==> src/rtl/booth_pkg.sv <==
// rtl/booth_pkg.sv - shared types, defaults and round-robin pick for the Booth multiplier scheduler
// Contents:
//   state_t   scheduler FSM states (IDLE, RUN, DONE)
//   DEF_WIDTH default operand width, DEF_NREQ default requester count
//   MAX_NREQ  widest request vector rr_pick can scan
//   rr_pick   index of the first set valid bit at or after ptr, wrapping modulo nreq
package booth_pkg;

   typedef enum logic [1:0] {
      IDLE = 2'd0,
      RUN  = 2'd1,
      DONE = 2'd2
   } state_t;

   localparam int DEF_WIDTH = 4;
   localparam int DEF_NREQ  = 4;
   localparam int MAX_NREQ  = 32;

   // Returns ptr when nothing is valid; callers qualify the pick with |valid.
   function automatic int unsigned rr_pick(input logic [MAX_NREQ-1:0] valid,
                                           input int unsigned         ptr,
                                           input int unsigned         nreq);
      int unsigned idx;
      logic        found;
      rr_pick = ptr;
      found   = 1'b0;
      for (int unsigned i = 0; i < MAX_NREQ; i++) begin
         idx = (ptr + i) % nreq;
         if (!found && (i < nreq) && valid[idx[4:0]]) begin
            rr_pick = idx;
            found   = 1'b1;
         end
      end
   endfunction

endpackage

==> src/rtl/booth_step_core.sv <==
// rtl/booth_step_core.sv - iterative radix-2 Booth datapath, one add/sub + arithmetic shift per clock
// Ports:
//   clk, rst_n  clock (rising edge), async active-low reset
//   start       load a/b and begin a new product (ignored state is overwritten)
//   a, b        multiplicand / multiplier, two's complement, WIDTH bits
//   done        high during the cycle whose clock edge performs the final step
//   product     2*WIDTH-bit signed product as it will look after that final step
module booth_step_core
   import booth_pkg::*;
#(
   parameter int WIDTH = DEF_WIDTH
) (
   input  logic               clk,
   input  logic               rst_n,
   input  logic               start,
   input  logic [WIDTH-1:0]   a,
   input  logic [WIDTH-1:0]   b,
   output logic               done,
   output logic [2*WIDTH-1:0] product
);

   localparam int CW = $clog2(WIDTH + 1);

   // One guard bit on the accumulator so that negating -2^(WIDTH-1) cannot overflow.
   logic [WIDTH:0]   mcand;
   logic [WIDTH:0]   hi;
   logic [WIDTH-1:0] lo;
   logic             q;
   logic [CW-1:0]    cnt;
   logic             active;

   logic [WIDTH:0]   sum;
   logic [WIDTH:0]   hi_nxt;
   logic [WIDTH-1:0] lo_nxt;

   always_comb begin
      sum = hi;
      case ({lo[0], q})
         2'b01:   sum = hi + mcand;
         2'b10:   sum = hi - mcand;
         default: sum = hi;
      endcase
      hi_nxt = {sum[WIDTH], sum[WIDTH:1]};
      lo_nxt = {sum[0], lo[WIDTH-1:1]};
   end

   assign done    = active && (cnt == CW'(WIDTH - 1));
   assign product = {hi_nxt[WIDTH-1:0], lo_nxt};

   always_ff @(posedge clk or negedge rst_n) begin
      if (!rst_n) begin
         mcand  <= '0;
         hi     <= '0;
         lo     <= '0;
         q      <= 1'b0;
         cnt    <= '0;
         active <= 1'b0;
      end else if (start) begin
         mcand  <= {a[WIDTH-1], a};
         hi     <= '0;
         lo     <= b;
         q      <= 1'b0;
         cnt    <= '0;
         active <= 1'b1;
      end else if (active) begin
         hi  <= hi_nxt;
         lo  <= lo_nxt;
         q   <= lo[0];
         cnt <= cnt + 1'b1;
         if (done) begin
            active <= 1'b0;
         end
      end
   end

endmodule

==> src/rtl/booth_mul_sched.sv <==
// rtl/booth_mul_sched.sv - round-robin scheduler sharing one Booth multiplier among NREQ requesters
// Ports:
//   clk, rst_n          clock (rising edge), async active-low reset
//   req_valid/req_ready per-requester operand handshake; req_ready is one-hot or zero, only in IDLE
//   req_a, req_b        packed operands, requester i at [i*WIDTH +: WIDTH]
//   rsp_valid/rsp_ready product handshake; rsp_id and rsp_product held while rsp_valid
//   busy                high while an operation is in RUN or DONE
//   op_count            completed responses, wrapping (only with BOOTH_PERF_CNT_EN defined)
module booth_mul_sched
   import booth_pkg::*;
#(
   parameter  int WIDTH = DEF_WIDTH,
   parameter  int NREQ  = DEF_NREQ,
   localparam int IDW   = $clog2(NREQ)
) (
   input  logic                  clk,
   input  logic                  rst_n,
   input  logic [NREQ-1:0]       req_valid,
   output logic [NREQ-1:0]       req_ready,
   input  logic [NREQ*WIDTH-1:0] req_a,
   input  logic [NREQ*WIDTH-1:0] req_b,
   output logic                  rsp_valid,
   input  logic                  rsp_ready,
   output logic [IDW-1:0]        rsp_id,
   output logic [2*WIDTH-1:0]    rsp_product,
   output logic                  busy
`ifdef BOOTH_PERF_CNT_EN
   ,
   output logic [15:0]           op_count
`endif
);

   state_t             state;
   state_t             state_nxt;
   logic [IDW-1:0]     rr_ptr;
   logic [IDW-1:0]     grant_id;
   logic               accept;
   logic               core_done;
   logic [2*WIDTH-1:0] core_product;
   logic [WIDTH-1:0]   a_sel;
   logic [WIDTH-1:0]   b_sel;

   assign grant_id = IDW'(rr_pick(MAX_NREQ'(req_valid), 32'(rr_ptr), NREQ));
   assign a_sel    = req_a[grant_id*WIDTH +: WIDTH];
   assign b_sel    = req_b[grant_id*WIDTH +: WIDTH];

   always_comb begin
      state_nxt = state;
      req_ready = '0;
      accept    = 1'b0;
      case (state)
         IDLE: begin
            if (|req_valid) begin
               req_ready = NREQ'(1) << grant_id;
               accept    = 1'b1;
               state_nxt = RUN;
            end
         end
         RUN: begin
            if (core_done) begin
               state_nxt = DONE;
            end
         end
         DONE: begin
            if (rsp_ready) begin
               state_nxt = IDLE;
            end
         end
         default: state_nxt = IDLE;
      endcase
   end

   assign rsp_valid = (state == DONE);
   assign busy      = (state != IDLE);

   always_ff @(posedge clk or negedge rst_n) begin
      if (!rst_n) begin
         state       <= IDLE;
         rr_ptr      <= '0;
         rsp_id      <= '0;
         rsp_product <= '0;
      end else begin
         state <= state_nxt;
         if (accept) begin
            rsp_id <= grant_id;
            rr_ptr <= (grant_id == IDW'(NREQ - 1)) ? '0 : grant_id + 1'b1;
         end
         if (core_done) begin
            rsp_product <= core_product;
         end
      end
   end

   booth_step_core #(
      .WIDTH (WIDTH)
   ) u_core (
      .clk     (clk),
      .rst_n   (rst_n),
      .start   (accept),
      .a       (a_sel),
      .b       (b_sel),
      .done    (core_done),
      .product (core_product)
   );

`ifdef BOOTH_PERF_CNT_EN
   always_ff @(posedge clk or negedge rst_n) begin
      if (!rst_n) begin
         op_count <= '0;
      end else if ((state == DONE) && rsp_ready) begin
         op_count <= op_count + 16'd1;
      end
   end
`else
`endif

endmodule
==> config.mk <==
export PLATFORM = sky130hd
export DESIGN_NAME = booth_mul_sched
export DESIGN_NICKNAME = d
export VERILOG_FILES = /design/src/rtl/booth_pkg.sv /design/src/rtl/booth_step_core.sv /design/src/rtl/booth_mul_sched.sv
export SDC_FILE = /design/constraint.sdc
export NUM_CORES = 1
export LEC_CHECK = 0
export ABC_AREA = 1
export CAP_MARGIN = 20
export CORE_AREA = 4 4 80 63
export DETAILED_ROUTE_END_ITERATION = 8
export DIE_AREA = 0 0 84 67
export PLACE_DENSITY = 0.83
export SLEW_MARGIN = 20
export SYNTH_ARGS = -nofsm -noshare
export SYNTH_HDL_FRONTEND = slang
export SYNTH_SLANG_ARGS = --single-unit
==> constraint.sdc <==
create_clock -name clk -period 4.4 [get_ports clk]
set_input_delay 0.44 -clock clk [delete_from_list [all_inputs] [get_ports clk]]
set_output_delay 0.44 -clock clk [all_outputs]
set_load 0.005 [all_outputs]
======== Word-level counts from Yosys, hierarchy flattened ========
Index checks and enable logic that the tools add are counted.
W data, S select, Z words.
word-level totals
  bits in registers ....................... 32
  output and inout port bits .............. 16
cells by class
  $add $sub $neg .......................... 7
  magnitude comparators ................... 4
  eq/ne operators ......................... 9
  shift-type cells ........................ 3
  muxes and demuxes ....................... 35
  reductions and logical operators ........ 12
operators with widths
  cell                   number
  $shiftx A16 B5 Y4      2
  $lt A2 B6 Y1 const B   4
  $mux W4                4
  $mux W1                14
  $mux W2                7
  $mux W5                2
  $pmux W5 S2            1
  $bmux W1 S2            4
  $eq A2 B2 Y1 const B   3
  $mux W3                2
  $pmux W2 S3            1
  $add A5 B5 Y5          1
  $sub A5 B5 Y5          1
  $add A2 B1 Y2 const B  2
  $add A2 B2 Y2 const B  2
  $eq A2 B1 Y1 const B   2
  $logic_and A1 B1 Y1    4
  $ne A2 B2 Y1 const B   2
  $reduce_bool A2 Y1     2
  $reduce_or A4 Y1       1
  $shl A1 B2 Y4 const A  1
  $add A3 B1 Y3 const B  1
  $eq A3 B2 Y1 const B   1
  $logic_not A1 Y1       3
  3 further kinds        3

======== Depth between registers and ports, before layout ========
  depth in word-level cells ............... 15
  gate-level depth with buffers ........... 17
  depth with buffers taken out ............ 16

======== By module ========
From an unflattened synthesis, not the netlist that was laid out.
second synthesis, totals
  cells, all modules ...................... 360
  area total of the unflattened synthesis .. 2484.9 um^2
by module, submodules not included
  module           times used  cells each  area each (um^2)
  booth_mul_sched  1           227         1422.6
  booth_step_core  1           133         1062.3

======== Least setup slack after synthesis ========
Ideal clock, no wire load.
  kind .................................... register to output
  start ................................... register rr_ptr[0]
  end ..................................... output port req_ready[1]
  arrival ................................. 1.718 ns
  setup slack ............................. 2.242 ns
  cell stages (with the launch flop) ...... 14
  buffers on the path ..................... 1
  cells stage by stage .................... dfrtp_1 buf_4 nand2_1 nand2_1 nand2_1 nand2_1 nor2_4 nand3_4 nand3_1 nand2_4 inv_4 ha_1 inv_1 nor2_1
on the way
  cells in the longest elaborated chain, start to end .. 15
  elaborated cells on any way between the ends .. 26
  classes of those cells .................. add/sub (3); shift (1); mux (16); reduce/logical (6)
RTL lines
  element                                                                 line                   RTL
  from (decl)                                                             booth_mul_sched.sv:35  logic [IDW-1:0] rr_ptr;
  from (signal assigned)                                                  booth_mul_sched.sv:86  rr_ptr <= (grant_id == IDW'(NREQ - 1)) ? '0 : grant_id + 1'b1;
  parallel branches: the longest is 11 deep, another holds $add A2 B1 Y2  --
  $mux W2 *                                                               booth_pkg.sv:29        if (!found && (i < nreq) && valid[idx[4:0]]) begin
  net grant_id[1]                                                         booth_mul_sched.sv:36  logic [IDW-1:0] grant_id;
  $shl A1 B2 Y4 *                                                         booth_mul_sched.sv:54  req_ready = NREQ'(1) << grant_id;
  $mux W4 *                                                               booth_mul_sched.sv:53  if (|req_valid) begin
  $mux W4 *                                                               booth_mul_sched.sv:51  case (state)
  to (decl)                                                               booth_mul_sched.sv:19  output logic [NREQ-1:0] req_ready,
Mark *: on every way through the listed nets, which the timed path passes. The select of a mux whose other input is x is not followed.

======== Worst setup path in the final report ========
Same ends and word-level chain as after synthesis.

==> summary.md <==
| Metric | Value |
|---|---|
| Worst-path clk slew | around 0.070 ns |
| Area grow syn2layout | 30.9% |
| Layout cells sized above 1 | 6.12% |
| Post-synthesis simple-gate area fraction | 35.7% |
| Clk_skew | roughly 0.0065 ns |
| CTS H-Tree Depth | 2 |
| Routability Congestion | 0.851 |
| Post-synthesis compound-gate area fraction | under 10% |
| Total vias in the final route | between 2000 and 2500 |
| Iter 0 DRT Violations | between 100 and 150 |
| Normalized max-slew margin | between 60% and 70% |
| Leakage power | 1.49 nW |
| Fmax | a little under 300 MHz |
| Post-synthesis sequential area ratio | between 30% and 40% |
| Mean area per synthesized cell | around 7 µm² |
| Worst Hold Class | flop to flop |
| Post_cts resized | 0 |
| Gr usage total | 19.0% |
| Pin count of the biggest net entering global routing | 32 |
| Post-Synthesis Cells | around 320 |
| CTS sink count | 31 |
| Residual DRC | 0 |
| Adder-cell share of the synthesized area | 7.72% |
| Initial Utilization | roughly half |
| Worst Path Required | 3.96 ns |
| Drt total wl | approximately 5000 µm |
| Synth Warn # | 0 |
| Crit Path Max Fanout | 16 |
| Dpl hpwl | a little under 4000 µm |
| Core area | 0.00431 mm² |
| Crit start category | flop |
| # hold bufs at CTS | 0 |
| CP Data Arrival Time | about 3.0 ns |
| Congestion Overflow GR | 0 |
| Total CTS buffers | 5 |
| Drt wl/cell | ~12 µm |
| Initial antenna violation count | 0 |
| Setup CP Type | flop to output port |
| Initial DRT Pass Iterations | 4 |
| Placed Cells | 425 |
| Xor/xnor share of the synthesized area | approximately 1.2% |
| DIE WIDTH | roughly 84 µm |
| First-pass GRT wire length | between 8000 and 9000 µm |
| Pins over their slew limit | 0 |
| Status | complete, no violations |
| Post-route ant nets | 0 |
| Synthesized flop and latch total | 31 |
| Syn_nets | about 380 |
| Setup violations, final | 0 |
| Die height | 67 µm |
| Worst slew pin tran | between 0.4 and 0.5 ns |
| I/O Buffers | 54 |
| Worst skew pair latency | between 0.2 and 0.3 ns |
| Vias per cell | roughly 5.0 |
| Final Non-Filler Cells | 433 |
| TritonCTS clock tree | done |
| CTS max path bufs | 2 |
| Post-synthesis cell type count | 28 |
| Setup crit end kind | output port |
| Row count | 21 |
| Max_cap viols | 0 |
| Tmin final | between 3 and 4 ns |
| Post-synthesis mux area share | 0% |
| RSZ-0062 raised after global routing | no |
| Period utilization | 78.3% |
| Power Dens Cells | around 870 mW/mm² |
| Ant diodes | 0 |
| Clock root cell | clkbuf_8 |
| Final setup TNS | 0 ns |
| Hold Vio Cnt, Final | 0 |
| Number of fill cells in the layout | 354 |
| Vias in the first global route | roughly 2000 |
| # nets final | approximately 430 |
| Peak supply drop | about 0.39 mV |
| Cell Area, Synth | 0.00220 mm² |
| Setup Buffers After CTS | 0 |
| Largest family of logic cells by synthesized area | simple AND/OR/NAND/NOR gates |
| # IOs | 55 |
| Die area | around 0.0056 mm² |
-- kinds of logic (layout without fill, tap and decap cells) --
group,Yosys count,after routing
compound gates,39,39
xor+xnor,3,3
buf+inv,56,109
flops,31,31
simple gates,181,181
fa+ha+maj,13,13
-- power breakdown --
group / internal, W / switching, W / total [W]
logic: 0.000651 / 0.00105 / 0.00170
clock network: 0.000183 / 0.000108 / 0.000292
registers: 0.000422 / 0.0000979 / 0.000520
-- stage by stage --
stage               hold WS, ns  power [W]  utilization, %  worst slack, ns  instance area, µm²
floorplan                 0.144    0.00181               -             2.24                2200
global placement          0.464    0.00215            64.2             1.16                2770
detailed placement        0.467    0.00222            64.2             1.11                2770
CTS                       0.474    0.00252            66.9            0.968                2880
global route              0.488    0.00280            66.9            0.684                2880
finish                    0.471    0.00251            66.9            0.953                2880
-- cells in the mapped netlist --
cell | n | share of area (%)
nor4_1 | 1 | 0.28
a21oi_1 | 6 | 1.4
buf_2 | 3 | 0.68
nor2_4 | 2 | 1.0
inv_1 | 42 | 7.2
inv_2 | 3 | 0.51
a31oi_1 | 1 | 0.28
fa_1 | 1 | 0.91
nand2_2 | 3 | 0.85
nand3_4 | 1 | 0.80
a22oi_1 | 1 | 0.34
xor2_1 | 3 | 1.2
nand2_1 | 122 | 21
buf_6 | 1 | 0.51
nand4_1 | 1 | 0.28
o21ai_0 | 19 | 4.3
dfrtp_1 | 31 | 35
o22ai_1 | 10 | 2.8
nand3_1 | 32 | 7.3
nor2_1 | 15 | 2.6
clkbuf_1 | 4 | 0.68
or2_2 | 1 | 0.28
ha_1 | 12 | 6.8
o21ai_1 | 1 | 0.23
nand2_4 | 3 | 1.5
inv_4 | 1 | 0.28
o31ai_1 | 1 | 0.34
buf_4 | 2 | 0.68
-- cell type report --
| cell class | instances | area [µm²] | area share, % |
|---|---|---|---|
| clock buffer | 6 | 82.6 | 2.86 |
| clock inverter | 2 | 35.0 | 1.21 |
| inverter | 46 | 175 | 6.07 |
| multi-input combinational | 236 | 1200 | 41.5 |
| sequential | 31 | 776 | 26.9 |
| tap | 57 | 71.3 | 2.47 |
| timing repair buffer | 55 | 548 | 19.0 |
-- per-layer routing --
metal | global-route usage, % | share of wire (%) | vias to the layer above
met5 | 0 | 0 | -
met4 | 6.02 | 1.1 | 0
met3 | 5.69 | 6.6 | 5
met2 | 30.8 | 44 | 65
met1 | 24.5 | 48 | 946
li1 | - | - | 1128
-- state kept, by name (all words and copies together), names as in the netlist --
register,cells
u_core.lo,4
rsp_id,2
rsp_product,8
u_core.mcand,4
u_core.q,1
state,2
rr_ptr,2
u_core.active,1
u_core.hi,4
u_core.cnt,3
-- placed cells by master (no fill, tap or decap), drive strengths merged, types with 3 or more instances in the layout --
| cell | n |
|---|---|
| inv | 46 |
| nand3 | 33 |
| xor2 | 3 |
| o21ai | 20 |
| ha | 12 |
| nor2 | 17 |
| o22ai | 10 |
| nand2 | 128 |
| dfrtp | 31 |
| a21oi | 6 |
| clkbuf | 6 |
| clkdlybuf4s50 | 54 |
-- path summary, 6_finish.rpt --
path,from,endpoint,slack (ns),depth (start not counted)
max,rr_ptr[0],req_ready[1],0.95,14
min,u_core.cnt[0],u_core.cnt[0],0.47,1
max reg2reg,rr_ptr[0],rr_ptr[1],2.02,12
min reg2reg,u_core.cnt[0],u_core.cnt[0],0.47,1
max in group asynchronous,rst_n,rr_ptr[1],3.58,2
min in group asynchronous,rst_n,state[1],0.55,2
-- critical path, cell delays in order, from the launching register on --
cell and delay (ns):
dfrtp_1 0.62, inv_2 0.16, nand2_1 0.14, nand2_1 0.06, nand2_1 0.05, nand2_1 0.09
nor2_4 0.16, nand3_4 0.19, nand3_1 0.20, nand2_4 0.12, inv_4 0.13, ha_1 0.16
inv_1 0.04, nor2_1 0.10, clkdlybuf4s50_1 0.51
(Power assumes the default switching activity.)
